[config.mk]
export PLATFORM = sky130hd
export DESIGN_NAME = control_unit
export DESIGN_NICKNAME = d
export VERILOG_FILES = /design/src/rtl/control_unit.sv
export SDC_FILE = /design/constraint.sdc
export NUM_CORES = 1
export LEC_CHECK = 0
export CAP_MARGIN = 5
export CORE_MARGIN = 4
export CORE_UTILIZATION = 35
export CTS_CLUSTER_SIZE = 20
export DETAILED_ROUTE_END_ITERATION = 10
export PLACE_DENSITY = 0.72
export SETUP_SLACK_MARGIN = 0.3
export SLEW_MARGIN = 15
export SYNTH_ARGS = -nofsm -noshare
export SYNTH_HDL_FRONTEND = slang
export SYNTH_SLANG_ARGS = --single-unit
[constraint.sdc]
create_clock -name clk -period 1.6 [get_ports clk]
set_clock_uncertainty 0.2 [all_clocks]
set_input_delay 0.32 -clock clk [delete_from_list [all_inputs] [get_ports clk]]
set_output_delay 0.32 -clock clk [all_outputs]
set_load 0.05 [all_outputs]
[src/rtl/control_unit.sv]
// ---------------------------------------------------------------------------
// control_unit
//
// Microcoded sequencer for the 8-bit CPU. A six-state one-hot ring counter
// steps through T1..T6. T1-T3 fetch the instruction. T4-T6 execute the opcode
// held in the instruction register. Every strobe is combinational from the
// registered ring state, the sticky halt flag and ir_ins, and lasts one cycle.
//
// Optional feature: define CU_JMP_EN to decode opcode 0011 as JMP
// (T4: ir_out + pc_load). When CU_JMP_EN is undefined, 0011 is a NOP and
// pc_load is held at 0. The port exists in both builds.
//
// Ports:
//   clk      in   1  system clock, rising edge
//   rst      in   1  synchronous, active-high reset
//   ir_ins   in   4  opcode from the instruction register (used in T4-T6)
//   pc_inc   out  1  program counter increment
//   pc_out   out  1  program counter drives the bus
//   pc_load  out  1  program counter loads from the bus
//   mar_in   out  1  MAR loads from the bus
//   ram_out  out  1  RAM drives the bus
//   ir_in    out  1  instruction register loads from the bus
//   ir_out   out  1  instruction register drives the address nibble
//   acc_in   out  1  accumulator loads
//   acc_out  out  1  accumulator drives the bus
//   b_in     out  1  B register loads
//   alu_sub  out  1  ALU subtract select (1 = A-B)
//   alu_out  out  1  ALU drives the bus
//   out_in   out  1  output register loads
//   halt     out  1  CPU halted (sticky until reset)
//   t_ring   out  6  one-hot ring state, bit0 = T1 ... bit5 = T6
// ---------------------------------------------------------------------------
module control_unit (
    input  logic       clk,
    input  logic       rst,
    input  logic [3:0] ir_ins,
    output logic       pc_inc,
    output logic       pc_out,
    output logic       pc_load,
    output logic       mar_in,
    output logic       ram_out,
    output logic       ir_in,
    output logic       ir_out,
    output logic       acc_in,
    output logic       acc_out,
    output logic       b_in,
    output logic       alu_sub,
    output logic       alu_out,
    output logic       out_in,
    output logic       halt,
    output logic [5:0] t_ring
);

    localparam int T1 = 0;
    localparam int T2 = 1;
    localparam int T3 = 2;
    localparam int T4 = 3;
    localparam int T5 = 4;
    localparam int T6 = 5;

    localparam logic [3:0] OP_LDA = 4'b0000;
    localparam logic [3:0] OP_ADD = 4'b0001;
    localparam logic [3:0] OP_SUB = 4'b0010;
    localparam logic [3:0] OP_JMP = 4'b0011;
    localparam logic [3:0] OP_OUT = 4'b1110;
    localparam logic [3:0] OP_HLT = 4'b1111;

`ifdef CU_JMP_EN
    localparam bit JMP_EN = 1'b1;
`else
    localparam bit JMP_EN = 1'b0;
`endif

    logic [5:0] ring_q;
    logic [5:0] ring_d;
    logic       halt_q;
    logic       halt_d;

    // State register
    always_ff @(posedge clk) begin
        if (rst) begin
            ring_q <= 6'b000001;
            halt_q <= 1'b0;
        end else begin
            ring_q <= ring_d;
            halt_q <= halt_d;
        end
    end

    // Next-state logic. HLT freezes the ring at T4 on the same edge that
    // sets halt, so the ring never leaves T4 once a halt is taken.
    always_comb begin
        halt_d = halt_q;
        ring_d = {ring_q[4:0], ring_q[5]};
        if (halt_q) begin
            ring_d = ring_q;
        end else if (ring_q[T4] && (ir_ins == OP_HLT)) begin
            halt_d = 1'b1;
            ring_d = ring_q;
        end
    end

    // Output decode. Reset is included here so that the cycle in which rst
    // is sampled shows no partial strobes from the state being abandoned.
    always_comb begin
        pc_inc  = 1'b0;
        pc_out  = 1'b0;
        pc_load = 1'b0;
        mar_in  = 1'b0;
        ram_out = 1'b0;
        ir_in   = 1'b0;
        ir_out  = 1'b0;
        acc_in  = 1'b0;
        acc_out = 1'b0;
        b_in    = 1'b0;
        alu_sub = 1'b0;
        alu_out = 1'b0;
        out_in  = 1'b0;

        if (!rst && !halt_q) begin
            if (ring_q[T1]) begin
                pc_out = 1'b1;
                mar_in = 1'b1;
            end else if (ring_q[T2]) begin
                pc_inc = 1'b1;
            end else if (ring_q[T3]) begin
                ram_out = 1'b1;
                ir_in   = 1'b1;
            end else if (ring_q[T4]) begin
                case (ir_ins)
                    OP_LDA, OP_ADD, OP_SUB: begin
                        ir_out = 1'b1;
                        mar_in = 1'b1;
                    end
                    OP_OUT: begin
                        acc_out = 1'b1;
                        out_in  = 1'b1;
                    end
                    OP_JMP: begin
                        ir_out  = JMP_EN;
                        pc_load = JMP_EN;
                    end
                    default: ;
                endcase
            end else if (ring_q[T5]) begin
                case (ir_ins)
                    OP_LDA: begin
                        ram_out = 1'b1;
                        acc_in  = 1'b1;
                    end
                    OP_ADD, OP_SUB: begin
                        ram_out = 1'b1;
                        b_in    = 1'b1;
                    end
                    default: ;
                endcase
            end else if (ring_q[T6]) begin
                case (ir_ins)
                    OP_ADD: begin
                        alu_out = 1'b1;
                        acc_in  = 1'b1;
                    end
                    OP_SUB: begin
                        alu_out = 1'b1;
                        acc_in  = 1'b1;
                        alu_sub = 1'b1;
                    end
                    default: ;
                endcase
            end
        end
    end

    assign halt   = halt_q & ~rst;
    assign t_ring = rst ? 6'b000001 : ring_q;

endmodule
==> results list, run 1 <==
- Net count after synthesis: 68
- Final RePlAce weighted congestion: 0.791
* X dimension of the die: 48.2 µm
- Placement row count: 14
- Counting flops and latches in the post-synthesis netlist gives 7.
- The cell sitting at the root of the clock tree is a clkbuf_4.
- After synthesis, the share of cell area in mux cells is 7.98%.
* Average instance area after synthesis: 9.10 µm²
* Cts-stage hold buffer count: 0
* Initial cell density of the core: between 30% and 40%
- For this design the top-level I/O count stands at 26.
- In this run the cell area of the synthesized design comes to 564 µm².
- Run status: aborted with a tool error
* Compound-gate portion of the synthesized area: 17.3%
- Gates resized, CTS repair: 68
- Portion of the post-synthesis area used by sequential elements: ~25%
- Post-Syn Instances: 62
* Count of input and output buffers: 24
- After Yosys synthesis, and, or, nand and nor cells account for 40.4% of the synthesized area.
* Count of H-tree levels built during CTS: 1
- Area fraction of the dominant cell type after synthesis: around 25%
- Cell area after placement: 1210 µm²
* Number of clock buffers inserted by TritonCTS: 3
- Counting flops with a built-in enable in the synthesized netlist gives 0.
- The number of setup buffers added after CTS is 13.
- Number of sinks handled by clock tree synthesis: 7
- Worst slack after detailed placement: -0.720 ns
- Area contributors post-synth: dfxtp_1 25%, mux2_4 8.0%, nor2b_1 6.7%, buf_4 5.3%, nor4_2 4.4%
* Asr flop ratio synth: 0%
- Detailed placement HPWL: 1530 µm
- Dominant combinational cell family by area after synthesis: simple AND/OR/NAND/NOR gates
- No sink is reached through more buffers than the 2 on the longest clock path.
- During synthesis, Yosys emitted a total of 0 warnings.
* DIE HEIGHT: 48.2 µm
* Synth area leader: dfxtp_1
- Most used flip-flop cell after synthesis: dfxtp_1
* Library cells used by synthesis: 31
- The tool reported: "[ERROR DPL-0038] Utilization greater than 100%, impossible to legalize".
- The synthesized netlist devotes 0% of its cell area to adder and majority cells.
- Stage where the run ended: clock tree synthesis (4_1_cts)
- After Yosys synthesis, XOR and XNOR cells account for 1.55% of the synthesized area.
* Count of placed standard cells including taps: 115
-- cell usage after synthesis (2+ instances only) --
master and number:
a211o_1 2, nor2_1 6, nor2b_1 6, nand2_1 3, o21a_1 2, nor4_2 2, dfxtp_1 7, buf_4 4
nor3b_1 2, nand3b_1 3, inv_1 3, mux2_4 3
-- kinds of logic after synthesis --
logic type,count (synthesis)
other cells,1
xor+xnor,1
compound gates,11
simple gates,32
flops,7
buf+inv,7
mux,3
-- through the flow --
stage | setup TNS (ns) | hold slack (ns) | util [%]
2_1_floorplan | -1.83 | 0.368 | -
3_3_place_gp | -11.46 | 0.457 | 80.6
3_5_place_dp | -12.13 | 0.484 | 80.6
==> run 2: changes to the inputs <==
- CORE_AREA: default -> 4 4 65 67
- CORE_MARGIN: 4 -> default
- CORE_UTILIZATION: 35 -> default
- CTS_CLUSTER_SIZE: 20 -> default
- DIE_AREA: default -> 0 0 69 71
- PLACE_DENSITY: 0.72 -> default
- PLACE_DENSITY_LB_ADDON: default -> 0.15
- SETUP_SLACK_MARGIN: 0.3 -> default
- clock period: 1.6 -> 2.1 ns (I/O delays scaled with it)
==> run 2 against run 1 <==
Compared with the run above: the flow now finishes, with violations (setup timing); synthesized area is the same; synthesized cell count stayed put.
==> results list, run 2 <==
- Run status: finished, violations left (was aborted with a tool error)
- The checks that failed: setup timing.
* Int Pwr: 346 µW
- The initial antenna violation count is 0.
* Detailed placement HPWL: 1520 µm (was 1530 µm)
- Final total negative setup slack: -0.189 ns
- Detailed routing inserted a total of a little under 600 vias.
- The number of slew-limit violations in the final report was 0.
- In this run the most critical hold path is launched from ring_q[4].
- In the layout the commonest cells are 19 x buf_12, 15 x buf_4, 6 x nor2b_1, 6 x dfxtp_1, 5 x nor2_1.
* DIE HEIGHT: 71 µm (was 48.2 µm)
* Maximum clock frequency: 466 MHz
* Hold WC Path Type: flip-flop to flip-flop
* TritonCTS clock tree: done
- Count of input and output buffers: 24 (unchanged)
- Largest registers: ring_q (6), halt_q (1)
* Fill cell instance count of the final layout: about 390
- Period Utilization, post-route: 102%
- Counting flops per register, the top entry is ring_q.
- Area fraction of the dominant cell type after synthesis: 24.8% (unchanged)
* Power per cell area: 407 nW/µm²
- For this run the aggregate overflow at the end of global routing stands at 0.
* Total standard cell area after synthesis: 564 µm² (unchanged)
- Switching part of the total power: just over 30%
- Clock-pin slew was measured on the worst setup and hold paths at around 0.05 ns.
- The net count of the finished layout is 108.
* Number of clock buffers inserted by TritonCTS: 3 (unchanged)
- Synth area leader: dfxtp_1 (unchanged)
* Post-layout minimum cycle time: 2.15 ns
- Max-cap viol count: 0
- Combined global-route utilization of all metal layers: 7.60%
* Number of synthesized register bits: 7 (unchanged)
* Net count after synthesis: 68 (unchanged)
- The number of buffers added to fix hold violations after cts came to 0 (unchanged).
- For hold timing, the worst endpoint is ring_q[4].
- The first global-routing pass estimated 3060 µm of wire.
- X dimension of the die: 69 µm (was 48.2 µm)
- Clock latency on the worst-skew pair, taken at its later pin, is 0.23 ns.
- Number of failing setup endpoints in the final timing report: 5
- Ratio of cells with drive above 1 in the final layout: just under 60%
* Top Ports: 26 (unchanged)
- Most used flip-flop cell after synthesis: dfxtp_1 (unchanged)
- Portion of the post-synthesis area used by sequential elements: 24.8% (unchanged)
- Summed over all nets, the switching power comes to 154 µW.
- Register-to-Register Setup Slack: 0.57 ns
- The placer congestion estimate was 0.769 (was 0.791).
* Critical path required time: approximately 1.5 ns
- Via count normalized by instance count: 3.89
* Clock network power share: between 30% and 40%
- Data on the critical path arrives at its endpoint at between 1.5 and 2 ns.
- Average instance area after synthesis: 9.10 µm² (unchanged)
* Initial DRC count: 17
- Library cell with the highest instance count after synthesis: dfxtp_1 (unchanged)
* Overall routed net length: 1790 µm
* Core area: 3630 µm²
- Kind of end point of the critical path: output port
- Worst ir drop on vdd: approximately 0.00016 V
- Slack of the critical path: -0.0474 ns
- Tot Pwr: 500 µW
- Initial cell density of the core: 15.5% (was 37.5%)
- The first detailed-routing pass took 4 iterations.
- Number of nets with antenna violations after detailed routing: 0
- The synthesized instance count was 62 (unchanged).
- Reg-to-Reg End: ring_q[5]
- Asr flop ratio synth: 0% (unchanged)
- The final number of hold-violating endpoints was 0.
- The worst setup path is launched from a flip-flop.
- Hold slack: approximately 0.46 ns
* RSZ-0062 raised after global routing: yes
* Placement row count: 22 (was 14)
- The maximum clock path buffer count was 2 (unchanged).
- Routed WL per cell: 12.0 µm
- Via count of the first global-routing pass: 648
- Most frequent cells after synthesis: 7 x dfxtp_1, 6 x nor2_1, 6 x nor2b_1, 4 x buf_4 (unchanged)
- Max Fanout on Critical Path: 4
* Combinational fraction of design power: 32.2%
* Category of the critical setup timing path: flip-flop to output port
- The H-tree depth is 1 (unchanged).
- Along the worst hold path, the cell count comes to 1.
- The master cell of the clock root buffer is clkbuf_8 (was clkbuf_4).
- The analysis attributes to cell leakage a power of 0.000488 µW.
* Flip-flop count of the largest register after layout: 6
- Leaving out fill and tap cells, the most frequent cell in the layout is buf_12.
- EDFF count, synth: 0 (unchanged)
- The worst register-to-register path has a depth of 4.
- The distinct cell type count after synthesis came to 31 (unchanged).
* Number of synthesis warnings: 0 (unchanged)
- At the end of the flow the core is filled with cells to 33.8%.
- Number of sinks handled by clock tree synthesis: 7 (unchanged)
* Syn-to-layout area delta: 118%
- Part of the power in registers: 29.8%
* Area contributors post-synth: dfxtp_1 25%, mux2_4 8.0%, nor2b_1 6.7%, buf_4 5.3%, nor4_2 4.4% (unchanged)
- Largest net degree at the start of global routing: 13
- For this run, design rule violations remaining after detail routing come to 0.
* Number of antenna cells inserted: 0
* Startpoint of the worst register-to-register path: ring_q[3]
- Die area: 4900 µm²
==> run 2: stage by stage <==
| stage | instance area, µm² | instances | setup slack [ns] |
|---|---|---|---|
| 4_1_cts | 1210 | 148 | -0.0713 |
| 6_report | 1230 | 149 | -0.0474 |
| 3_5_place_dp | 1150 | 143 | -0.401 |
| 2_1_floorplan | 588 | 62 | -0.209 |
| 3_3_place_gp | 1150 | 143 | -0.385 |
| 5_1_grt | 1230 | 149 | -0.151 |
==> run 2: worst max path at each step <==
stage,from,end,slack (ns)
2_1_floorplan,rst,out_in,-0.21
3_3_place_gp,rst,acc_out,-0.39
3_5_place_dp,rst,acc_out,-0.40
4_1_cts,ring_q[0],acc_out,-0.07
5_1_grt,ring_q[0],acc_out,-0.15
6_report,ring_q[0],acc_out,-0.05
==> run 2: cells by family (layout without fill, tap and decap cells) <==
logic type                Yosys count  after routing  synth area share, %
muxes                               3              3                 7.98
and+or+nand+nor                    32             32                 40.4
xor gates and xnor gates            1              1                 1.55
buffers and inverters               7             46                 7.32
AOI/OAI and AO/OA                  11             11                 17.3
other                               1              1                0.665
DFF                                 7              7                 24.8
==> run 2: power by group through the flow <==
stage          Combinational (µW)  Sequential (µW)  Clock [µW]
6_report                      161              149         190
5_1_grt                       171              150         202
4_1_cts                       162              149         197
3_5_place_dp                  158              151           0
3_3_place_gp                  158              151           0
2_1_floorplan                78.3              150           0
==> run 2: area by class of cell <==
type	instances	area [µm²]	share of cell area (%)
repair buffers	39	534	43.4
clock inverters	1	5.00	0.407
well taps	48	60.1	4.88
clock buffers	3	41.3	3.36
multi-input cells	48	434	35.3
inverters	3	11.3	0.916
flip-flops and latches	7	144	11.7
==> run 2: repair_timing <==
| item | in CTS | in global routing |
|---|---|---|
| cloned | 0 | 0 |
| gates resized for setup | 25 | 2 |
| pin swaps | 7 | 2 |
| endpoints found under the setup margin | 18 | 9 |
| hold endpoints to repair | 0 | 0 |
| buffers inserted | 1 | 1 |
==> run 2: routing by layer <==
| metal | up-vias | wire length (µm) | GRT usage [%] |
|---|---|---|---|
| li1 | 299 | - | - |
| met1 | 264 | 862 | 9.86 |
| met2 | 16 | 826 | 12.0 |
| met3 | 0 | 103 | 2.70 |
| met4 | 0 | 0 | 1.95 |
| met5 | - | 0 | 0 |
==> run 2: critical path, stage by stage (launching register included) <==
cell,delay (ns)
dfxtp_4,0.34
nor4_4,0.34
nand3b_1,0.19
nor3_4,0.25
buf_12,0.18
Power figures use the tool's default switching activity.
==> run 3: changes to the inputs <==
==> constraint.sdc (replaced) <==
create_clock -name clk -period 2.1 [get_ports clk]
set_clock_uncertainty 0.2 [all_clocks]
set_input_delay 0.21 -clock clk [delete_from_list [all_inputs] [get_ports clk]]
set_output_delay 0.21 -clock clk [all_outputs]
set_load 0.05 [all_outputs]
==> run 3 against run 2 <==
Compared with the run above: the flow now finishes without violations; non-clock buffer count fell by 6; sequential share of layout area rose by 0.38 points; core utilization fell by 1.9 points; fmax rose by 7.3%; wire length fell by 5.1%; sequential cell count did not move; cell count fell by 4.0%; count of clock-buffer cells in the layout rose by 1; total power fell by 2.5%; combinational power fell by 7%; critical endpoint is now mar_in; largest power group unchanged; highest routed layer unchanged.
==> results list, run 3 (same netlist as run 2, synthesis figures left out) <==
* Highest metal layer with signal wires: met3 (unchanged)
- Clock Root Buffer: clkbuf_8 (unchanged)
* Register Area: 140 µm² (was 144 µm²)
- The share of the core filled with cells in the final layout is 31.9% (was 33.8%).
* Run status: completed (was finished, violations left)
- Number of antenna cells inserted: 0 (unchanged)
- TritonCTS clock tree: done (unchanged)
- The power per cell area is 421 nW/µm² (was 407 nW/µm²).
* Final RePlAce weighted congestion: 0.768 (was 0.769)
* RSZ-0062 raised after global routing: no (was yes)
- Flip-flop count of the largest register after layout: 6 (unchanged)
- The achievable clock frequency is 500 MHz (was 466 MHz).
- Kind of end point of the critical path: output port (unchanged)
* Startpoint kind of the worst setup timing path: primary input (was flip-flop)
- The category of the most critical setup path is primary input to output port (was flip-flop to output port).
- Critical path required time: 1.69 ns (was 1.48 ns)
- Count of H-tree levels built during CTS: 1 (unchanged)
- Fill cell instance count of the final layout: 394 (was 393)
- Signal arrival time at the worst endpoint: 1.59 ns (was 1.53 ns)
- Hold Vio Cnt, Final: 0 (unchanged)
- The initial antenna violation count is 0 (unchanged).
- Count of input and output buffers: 24 (unchanged)
- Number of nets with antenna violations after detailed routing: 0 (unchanged)
- Max Fanout on Critical Path: 3 (was 4)
- Number of failing setup endpoints in the final timing report: 0 (was 5)
* Number of nets in the layout: 102 (was 108)
- The leakage power summed over all cells was 0.000457 µW (was 0.000488 µW).
- Most common library cell in the layout ignoring fill and taps: buf_12 (unchanged)
- The area of combinational cells with multiple inputs came to 403 µm² (was 434 µm²).
* Hold WC Path Type: primary input to flip-flop (was flip-flop to flip-flop)
- The post-route setup TNS is 0 ns (was -0.189 ns).
* Detailed placement HPWL: 1420 µm (was 1520 µm)
- The starting utilization of the core area is 15.5% (unchanged).
* Non-Filler Cell Area, Final: 1160 µm² (was 1230 µm²)
- Buffers from clock root to sink, at most: 2 (unchanged)
- Largest Register: ring_q (unchanged)
* Post-layout minimum cycle time: 2.00 ns (was 2.15 ns)
- WL met2: 767 µm (was 826 µm)
- The routed wire length on met3 was 96 µm (was 103 µm).
- The number of clock sinks came to 7 (unchanged).
- The wire length reported by the detailed router was 1700 µm (was 1790 µm).
- The die footprint is 4900 µm² (unchanged).
- DIE HEIGHT: 71 µm (unchanged)
* Total number of vias: 564 (was 579)
- The number of slew-limit violations in the final report is 0 (unchanged).
- Via count normalized by instance count: 3.94 (was 3.89)
* Core area: 3630 µm² (unchanged)
- Initial DRC count: 10 (was 17)
* Global-route wire length before repair: 2890 µm (was 3060 µm)
* Combined global-route utilization of all metal layers: 7.09% (was 7.60%)
- Most frequent cells in the layout: 19 x buf_12, 9 x buf_4, 7 x dfxtp_1 (was 19 x buf_12, 15 x buf_4, 6 x nor2b_1, 6 x dfxtp_1, 5 x nor2_1).
* Max-cap viol count: 0 (unchanged)
* Leftover overflow at the end of global routing: 0 (unchanged)
- The clock-pin slew on the worst setup and hold paths came to 0.04 ns (was 0.05 ns).
* Insertion delay to the later sink of the worst-skew pair: 0.22 ns (was 0.23 ns)
* Largest registers: ring_q (6), halt_q (1) (unchanged)
- The register-to-register setup slack was 0.59 ns (was 0.57 ns).
- Cts-stage hold buffer count: 0 (unchanged)
- Syn-to-layout area delta: 106% (was 118%)
* DRT met1 WL: 836 µm (was 862 µm)
- The number of iterations in the first detailed-routing pass came to 4 (unchanged).
- The pin count of the biggest net entering global routing came to 13 (unchanged).
- The row count came to 22 (unchanged).
- The area after detailed placement was 1100 µm² (was 1150 µm²).
- The top-level port count came to 26 (unchanged).
- The final routed wire length divided by cell count was 11.9 µm (was 12.0 µm).
* X dimension of the die: 69 µm (unchanged)
* Via count of the first global-routing pass: 586 (was 648)
- The maximum resistive drop on vdd came to 0.000421 V (was 0.000155 V).
* Number of clock buffers inserted by TritonCTS: 3 (unchanged)
* Period Utilization, post-route: 95.3% (was 102%)
* DRC violations left: 0 (unchanged)
- The layout cell share with drive strength beyond 1 is 46.3% (was 59.4%).
run 3: cell count changes in the layout (fill, tap and decap cells not counted), sizes merged:
cell           delta
dlymetal6s2s      +1
buf              -10
clkinv            -1
clkdlybuf4s50     +4
dlygate4sd2       -1
clkbuf            +1
run 3: routing by layer:
metal  vias to the layer above  global-route usage, %
li1                        285                      -
met1                       258                   8.66
met2                        21                   12.0
met3                         0                   3.13
met4                         0                  0.651
met5                         -                      0
run 3: layout make-up:
class | count | share of cell area [%]
timing repair buffer | 33 | 43.2
multi-input combinational | 48 | 34.7
sequential | 7 | 12.1
tap | 48 | 5.18
clock buffer | 4 | 3.88
inverter | 3 | 0.971
run 3: power by group:
part | internal [µW] | total [µW] | switching [µW] | leakage, µW
Sequential | 140 | 150 | 9.98 | 0.0000576
Clock | 131 | 189 | 57.6 | 0.0000228
Combinational | 72.1 | 149 | 76.6 | 0.000377
Total | 344 | 488 | 144 | 0.000457
run 3: stage by stage:
stage / worst slack (ns) / cells / hold WS, ns / total power [µW]
after floorplan: 0.0282 / 62 / 0.230 / 228
after global placement: 0.0130 / 138 / 0.431 / 301
after detailed placement: -0.0418 / 138 / 0.427 / 301
after CTS: 0.0198 / 142 / 0.430 / 493
after global routing: 0.0190 / 143 / 0.276 / 510
final: 0.0983 / 143 / 0.265 / 488
run 3: timing repair:
action | in CTS | in global routing
pin swaps | 1 | 4
setup buffers | 0 | 1
setup endpoints to repair | 2 | 3
resized for setup | 0 | 1
run 3: worst paths after layout:
path	from	endpoint	depth (start not counted)
hold / removal	rst	halt_q	3
setup reg to reg	ring_q[3]	ring_q[3]	4
hold reg to reg	ring_q[0]	ring_q[0]	2
setup / recovery	ir_ins[3]	mar_in	5
run 3: critical path: stages:
cell and delay [ns]:
clkdlybuf4s50_1 0.46, a211o_1 0.33, nor4b_1 0.25, o21a_1 0.20, buf_12 0.14
==> variant, RTL diff (config.mk and constraints of run 3) <==
Reset style: asynchronous (`rst`), changed in one clocked block. Comments in the files are not updated.
--- a/src/rtl/control_unit.sv
+++ b/src/rtl/control_unit.sv
@@ -78,5 +78,5 @@
 
     // State register
-    always_ff @(posedge clk) begin
+    always_ff @(posedge clk or posedge rst) begin
         if (rst) begin
             ring_q <= 6'b000001;
Check against the original RTL: same outputs for any inputs over 10 cycles, from zero or initial values and one cycle with rst high; that may be too few to reach the edited logic, so the function may still have changed.
==> variant against run 3 <==
The flow now finishes with violations (negative setup slack). Wire length fell by 11%. Core utilization fell by 0.069 points. Sequential cell count did not move. Setup slack got worse by 160 ps. Maximum frequency fell by 7.2%. Area after synthesis fell by 7.3%. Die area did not move. Design area fell by 0.22%. Count of clock-buffer cells in the layout did not move. Critical path type is now reg -> out.
Power is not compared: it rests on default switching activity, and its combinational part moved more than twofold at a synthesized area within 25%.
==> variant: results (changes against run 3) <==
* Placed cell count at 136 (was 138)
* Non-Clock Buffer Count at 35 (was 33)
* Xor and xnor area share after synthesis at 1.67% (was 1.55%)
* Layout clock buffers at 4 (unchanged)
* Setup Buffers After CTS at 1 (was 0)
* Final WL at 1510 um (was 1700 um)
* Worst-path maximum fanout at 5 (was 3)
* Vias at 527 (was 564)
* ClkCell Share at 3.89% (was 3.88%)
* R2r setup slk at 460 ps (was 590 ps)
* Slowest cell delay on critical path at 440 ps (was 460 ps)
* Filler Cell Count at 390 (was 394)
* All-Layer GR Usage at 6.49% (was 7.09%)
* First-pass GRT wire length at 2570 um (was 2890 um)
* Hold Slack at 98.1 ps (was 265 ps)
* CP endpoint: acc_out (was mar_in)
* Main synth FF type: dfrtp_1 (was dfxtp_1)
* Worst setup margin at -58.0 ps (was 98.3 ps)
* Gpl congestion at 0.686 (was 0.768)
* Grt met2 use at 11.2% (was 12.0%)
* Met1 Track Usage GR at 7.12% (was 8.66%)
* Final setup fails at 2 (was 0)
* Nonclk inv count at 4 (was 3)
* HP Class: in -> async (was in -> reg)
* Failing checks: negative setup slack
* Clock-pin slew of the registers on the worst-case setup and hold paths at 40 ps (about the same)
* FF-to-FF End: ring_q[2] (was ring_q[3])
* Register share of the cell area at 15.4% (was 12.1%)
* CP max stage cell: dfrtp_2 (was clkdlybuf4s50_1)
* Worst Path Arrival at 1750 ps (was 1590 ps)
* DRT Pass-1 Iters at 2 (was 4)
* Multi-input gate area at 348 um2 (was 403 um2)
* Post-synth top cells: nor2_1, dfrtp_1, mux2_1, nand2_1, nor2b_1 (was dfxtp_1, nor2_1, nor2b_1)
* Sequential area share after synthesis at 33.7% (was 24.8%)
* Syn Inst Count at 58 (was 62)
* Multi-input combinational cell count at 43 (was 48)
* Run status: finished with violations (was complete, no violations)
* Pre-CTS setup slack at -171 ps (was -41.8 ps)
* Post-synth cell types at 32 (was 31)
* Mux cell area share after synthesis at 8.61% (was 7.98%)
* Share of post-route cells with drive strength above 1 at 50.5% (was 46.3%)
* Dominant cells by area after synthesis: dfrtp_1, mux2_1, dfstp_2, nor2_1, nor2b_1 (was dfxtp_1, mux2_4, nor2b_1, buf_4, nor4_2)
* Syn Nets at 64 (was 68)
* CTS resizes at 7 (was 0)
* Vias per inst at 3.74 (was 3.94)
* Max Used Layer: met4 (was met3)
* Metal3 WL at 76 um (was 96 um)
* Starting DRC count in detailed routing at 7 (was 10)
* Largest net degree at the start of global routing at 9 (was 13)
* Vias in the first global route at 566 (was 586)
* Origin of the critical flop-to-flop path: halt_q (was ring_q[3])
* Leakage at around 0.00046 uW
* Async set-reset flop share out of synthesis at 100% (was 0%)
* DRT met1 WL at 664 um (was 836 um)
-- variant: cell types whose count changed after synthesis, moves of 3 or more --
cell	before	now
dfxtp_1	7	0
dfrtp_1	0	6
mux2_1	0	4
mux2_4	3	0
-- variant: worst min path at each step --
| stage | start | to | depth (start not counted) |
|---|---|---|---|
| finish | rst | ring_q[3] | 3 |
| global route | rst | ring_q[2] | 3 |
| CTS | rst | ring_q[5] | 3 |
| detailed placement | ring_q[5] | ring_q[5] | 1 |
| global placement | ring_q[5] | ring_q[5] | 1 |
| floorplan | rst | halt_q | 2 |
-- variant: cell families after synthesis --
logic type                after synthesis
buffers and inverters                   8
DFF                                     7
and+or+nand+nor                        29
xor gates and xnor gates                1
AOI/OAI and AO/OA                       8
muxes                                   4
other                                   1
-- variant: through the flow --
| stage | area [um2] | setup TNS, ps |
|---|---|---|
| after CTS | 1160 | -169 |
| final | 1160 | -116 |
| after global placement | 1080 | -409 |
| after global routing | 1160 | -696 |
| after floorplan | 544 | -502 |
| after detailed placement | 1080 | -421 |
